File: config.mk
export PLATFORM = sky130hd
export DESIGN_NAME = i2c_to_nitta_collector
export DESIGN_NICKNAME = d
export VERILOG_FILES = /design/src/rtl/i2c_to_nitta_collector.sv
export SDC_FILE = /design/constraint.sdc
export NUM_CORES = 1
export LEC_CHECK = 0
export BUFFER_PORTS_ARGS = -buffer_cell sky130_fd_sc_hd__buf_2
export CORE_UTILIZATION = 58
export CTS_BUF_LIST = sky130_fd_sc_hd__clkbuf_4
export DETAILED_ROUTE_END_ITERATION = 12
export GPL_TIMING_DRIVEN = 0
export PLACE_DENSITY = 0.82
export SLEW_MARGIN = 0
export SYNTH_ARGS = -nofsm -noshare
export SYNTH_HDL_FRONTEND = slang
export SYNTH_SLANG_ARGS = --single-unit
File: constraint.sdc
create_clock -name clk -period 2.6 [get_ports clk]
set_input_delay 0.52 -clock clk [delete_from_list [all_inputs] [get_ports clk]]
set_output_delay 0.52 -clock clk [all_outputs]
set_load 0.1 [all_outputs]
File: src/rtl/i2c_to_nitta_collector.sv
// Receive-side I2C-to-NITTA glue: gathers I2C bytes MSB-first into one NITTA word
// and strobes it out; an I2C start condition resynchronises the byte counter.
module i2c_to_nitta_collector #(
   parameter int DATA_WIDTH     = 32,
   parameter int ATTR_WIDTH     = 4,
   parameter int I2C_DATA_WIDTH = 8
) (
   input  logic                      clk,
   input  logic                      rst,
   input  logic                      i2c_ready,
   input  logic [I2C_DATA_WIDTH-1:0] from_i2c,
   input  logic                      i2c_frame_start,
   output logic [DATA_WIDTH-1:0]     to_nitta,
   output logic                      collector_ready,
   output logic                      err_partial
);

   localparam int SUBFRAME_NUMBER = DATA_WIDTH / I2C_DATA_WIDTH;
   localparam int CNT_W           = $clog2(SUBFRAME_NUMBER);
   localparam logic [CNT_W-1:0] CNT_LAST = CNT_W'(SUBFRAME_NUMBER - 1);
   localparam logic [CNT_W-1:0] CNT_ZERO = {CNT_W{1'b0}};
   localparam logic [CNT_W-1:0] CNT_ONE  = CNT_W'(1);

   // Reject parameter sets that cannot form a whole multi-byte word.
   generate
      if ((DATA_WIDTH % I2C_DATA_WIDTH) != 0) begin : g_bad_ratio
         $error("DATA_WIDTH must be a multiple of I2C_DATA_WIDTH");
      end
      if (SUBFRAME_NUMBER < 2) begin : g_bad_count
         $error("a NITTA word must span at least two I2C bytes");
      end
      if (ATTR_WIDTH < 1) begin : g_bad_attr
         $error("ATTR_WIDTH must be positive");
      end
   endgenerate

   logic                  armed_q, armed_d;
   logic [CNT_W-1:0]      cnt_q, cnt_d;
   logic [DATA_WIDTH-1:0] acc_q, acc_d;
   logic [DATA_WIDTH-1:0] to_nitta_q, to_nitta_d;
   logic                  ready_q, ready_d;
   logic                  err_q, err_d;

   logic                  accept_s;
   logic [CNT_W-1:0]      cnt_base_s;
   logic [DATA_WIDTH-1:0] acc_base_s;
   logic [DATA_WIDTH-1:0] shifted_s;

   // Next-state logic: a start condition rebases the word before any same-edge byte lands.
   always_comb begin
      armed_d    = armed_q;
      cnt_d      = cnt_q;
      acc_d      = acc_q;
      to_nitta_d = to_nitta_q;
      ready_d    = 1'b0;
      err_d      = 1'b0;
      accept_s   = armed_q & i2c_ready;
      cnt_base_s = cnt_q;
      acc_base_s = acc_q;

      if (!i2c_ready) begin
         armed_d = 1'b1;
      end else if (accept_s) begin
         armed_d = 1'b0;
      end else begin
         armed_d = armed_q;
      end

      if (i2c_frame_start) begin
         cnt_base_s = CNT_ZERO;
         acc_base_s = {DATA_WIDTH{1'b0}};
         err_d      = (cnt_q != CNT_ZERO);
      end else begin
         cnt_base_s = cnt_q;
         acc_base_s = acc_q;
         err_d      = 1'b0;
      end

      shifted_s = {acc_base_s[DATA_WIDTH-I2C_DATA_WIDTH-1:0], from_i2c};

      if (accept_s) begin
         acc_d = shifted_s;
         if (cnt_base_s == CNT_LAST) begin
            to_nitta_d = shifted_s;
            cnt_d      = CNT_ZERO;
            ready_d    = 1'b1;
         end else begin
            cnt_d      = cnt_base_s + CNT_ONE;
            ready_d    = 1'b0;
         end
      end else begin
         acc_d = acc_base_s;
         cnt_d = cnt_base_s;
      end
   end

   // State and output registers.
   always_ff @(posedge clk or posedge rst) begin
      if (rst) begin
         armed_q    <= 1'b0;
         cnt_q      <= CNT_ZERO;
         acc_q      <= {DATA_WIDTH{1'b0}};
         to_nitta_q <= {DATA_WIDTH{1'b0}};
         ready_q    <= 1'b0;
         err_q      <= 1'b0;
      end else begin
         armed_q    <= armed_d;
         cnt_q      <= cnt_d;
         acc_q      <= acc_d;
         to_nitta_q <= to_nitta_d;
         ready_q    <= ready_d;
         err_q      <= err_d;
      end
   end

   assign to_nitta        = to_nitta_q;
   assign collector_ready = ready_q;
   assign err_partial     = err_q;

endmodule

==> results_dict.tcl <==
set metrics [dict create \
    status "finished with violations" \
    violations "DRC" \
    final_common_cell "dfrtp_1" \
    drv_slew 0 \
    yosysSeqAreaShare 0.559 \
    period_share 0.724 \
    cp_data_required_time_ps 2870 \
    powerDensity_nw_per_um2 584 \
    ys_top_cells_by_area "dfrtp_1 56%, mux2_4 12%, a21bo_2 5.9%" \
    crit_chain "buf_2 -> clkbuf_1 -> nor2b_1 -> ha_1 -> and3_4 -> buf_6 -> buf_6 -> mux2_4" \
    end_kind "flip-flop" \
    timing.final.ws_setup_ps 717 \
    grt_usage 0.221 \
    drtIter0Drc 80 \
    grt_max_degree 39 \
    grt_remaining_overflow 0 \
    drtPass1Iterations 8 \
    r2r-start "cnt_q[0]" \
    p_sw_frac 0.321 \
    crit_type "input pin to flip-flop" \
    p_comb_frac 0.182 \
    cp_slowest_cell "clkbuf_1" \
    initial_utilization 0.615 \
    pre_cts_ws_ps 315 \
    drt-total-wl_um 4820 \
    cts_setup_buffers 0 \
    hold_path_class "input pin to async pin" \
    p_int_w 0.00124 \
    num_vias 1747 \
    instances_no_fill 329 \
    cts_buffer_depth 2 \
    clock_latency_ps 380 \
    setup_tns_ps 0 \
    crit_arrival_ps 2150 \
    syn_to_final_growth_pct 14.8 \
    worstReg2RegEnd "to_nitta[17]" \
    cts.reportedPaths.clkPinSlew_ps 90 \
    drive_gt1_frac 0.390 \
    reg2reg_depth 6 \
    slew_headroom 0.450 \
    postSynthAreaPerCell_um2 12.5 \
    core.rowCount 24 \
    worstSetupStartpointType "input pin" \
    fp.coreArea_um2 4440 \
    clock_skew_ps 8.16 \
    synth_cell_types 21 \
    portBuffers 44 \
    leakagePower_nw 1.58 \
    cts_root_buffer "clkbuf_4" \
    dieArea_um2 4990 \
    syn_nets 231 \
    die_w_um 70.6 \
    sequentialPowerShare 0.550 \
    final_area_um2 3140 \
    p_total_w 0.00183 \
    cts_buffers 9 \
    cp-endpoint "to_nitta[17]" \
    remaining_drc_errors 10 \
    synth-seq-cells 61 \
    finalHoldViolations 0 \
    ant_nets 0 \
    rsz0062_at_grt "false" \
    grt_first_pass_wirelength_um 8290 \
    wire_per_inst_um 14.6 \
    yosysTopAreaCellShare 0.559 \
    cp_common_cell "buf_6" \
    syn-instance-count 218 \
    fmax_mhz 531 \
    regToRegSetupSlack_ps 910 \
    cts-htree-levels 3 \
    diodes 0 \
    post_cts_resized 0 \
    io_pins 46 \
    die_h_um 70.6 \
    ys_warn_count 0 \
    cts.sinks 61 \
    most-common-layout-cells "61 x dfrtp_1, 47 x buf_2, 24 x nand3_1, 21 x mux2_4" \
    worst-slew-pin-transition_ps 824 \
    peakVddDrop_uv 401 \
    dpl.cell_count 315 \
    p_sw_w 0.000588 \
    yosys.area.top_type "dfrtp_1" \
    vias_per_cell 5.31 \
    cts_hold_buffers 0 \
    drv_cap 0 \
    critPathMaxFanout 10 \
    finalSetupViolCount 0 \
    placed_cell_area_um2 3050 \
    place_congestion 0.782 \
    cts_tree "built" \
    netlist_area_um2 2730 \
    antenna_found_initial 0 \
    clkPwrFrac 0.268 \
    place_hpwl_um 3390 \
    grt_pass1_vias 1704 \
    fin_crit_ps 1880 \
    nets 287 \
    slowest_delay_ps 350 \
    worstSetupStartpoint "i2c_frame_start" \
]
==> Yosys cell counts <==
master,count
nand2b_1,8
mux2_4,21
and2_1,1
and3_4,1
xor2_1,1
nor2b_1,13
o21ai_0,8
and2b_1,5
a21oi_1,16
mux2_2,4
o21a_1,1
nand3_1,24
dfrtp_1,61
a21bo_2,16
buf_2,3
inv_1,10
buf_1,1
mux2i_1,8
clkbuf_1,10
buf_6,5
ha_1,1
==> worst min path at each step <==
stage / from / endpoint / slack (ps) / cells after the start
CTS: rst / err_partial / 310 / 2
global placement: cnt_q[1] / err_partial / 460 / 1
global route: rst / to_nitta[25] / 360 / 2
floorplan: cnt_q[1] / err_partial / 440 / 1
detailed placement: cnt_q[1] / err_partial / 460 / 1
finish: rst / to_nitta[20] / 290 / 2
==> worst max-delay path, delay by kind of cell <==
family	cells	cell delay, ps
adders and majority gates	1	220
buffers and inverters	4	780
muxes	1	300
and+or+nand+nor	2	320
==> power groups by stage <==
stage | sequential (W) | combinational, W | clock [W]
floorplan | 0.00120 | 0.0000936 | 0
global placement | 0.00103 | 0.000325 | 0
detailed placement | 0.00103 | 0.000335 | 0
CTS | 0.00101 | 0.000336 | 0.000504
global route | 0.00101 | 0.000354 | 0.000549
finish | 0.00101 | 0.000333 | 0.000491
==> area by class of cell <==
type,instances,area (µm²)
Buffer,19,113
Clock buffer,10,75.1
Clock inverter,4,17.5
Fill cell,350,1310
Inverter,10,37.5
Multi-Input combinational cell,128,1060
Sequential cell,61,1530
Tap cell,52,65.1
Timing Repair Buffer,45,248
==> logic make-up after synthesis <==
family	after synthesis	share of synthesized area
buf+inv	29	0.0549
compound gates	41	0.105
flops	61	0.559
xor+xnor	1	0.00321
mux	33	0.161
simple gates	52	0.112
fa+ha+maj	1	0.00458
==> routing by layer <==
| layer | wire (µm) | vias up | track usage |
|---|---|---|---|
| met1 | 2320 | 841 | 0.302 |
| met5 | 0 | - | 0 |
| met2 | 2220 | 47 | 0.335 |
| li1 | - | 849 | - |
| met3 | 201 | 10 | 0.0513 |
| met4 | 82 | 0 | 0.113 |
==> flip-flops by register name, indices dropped and copies added (netlist names) <==
| register | count |
|---|---|
| collector_ready | 1 |
| to_nitta | 32 |
| err_partial | 1 |
| acc_q | 24 |
| armed_q | 1 |
| cnt_q | 2 |
==> stage by stage <==
stage                     hold WS (ps)  utilization
final                              294        0.706
after global routing               357        0.706
after detailed placement           463        0.685
after global placement             458        0.679
after CTS                          306        0.706
after floorplan                    443            -
Power figures use the tool's default switching activity.
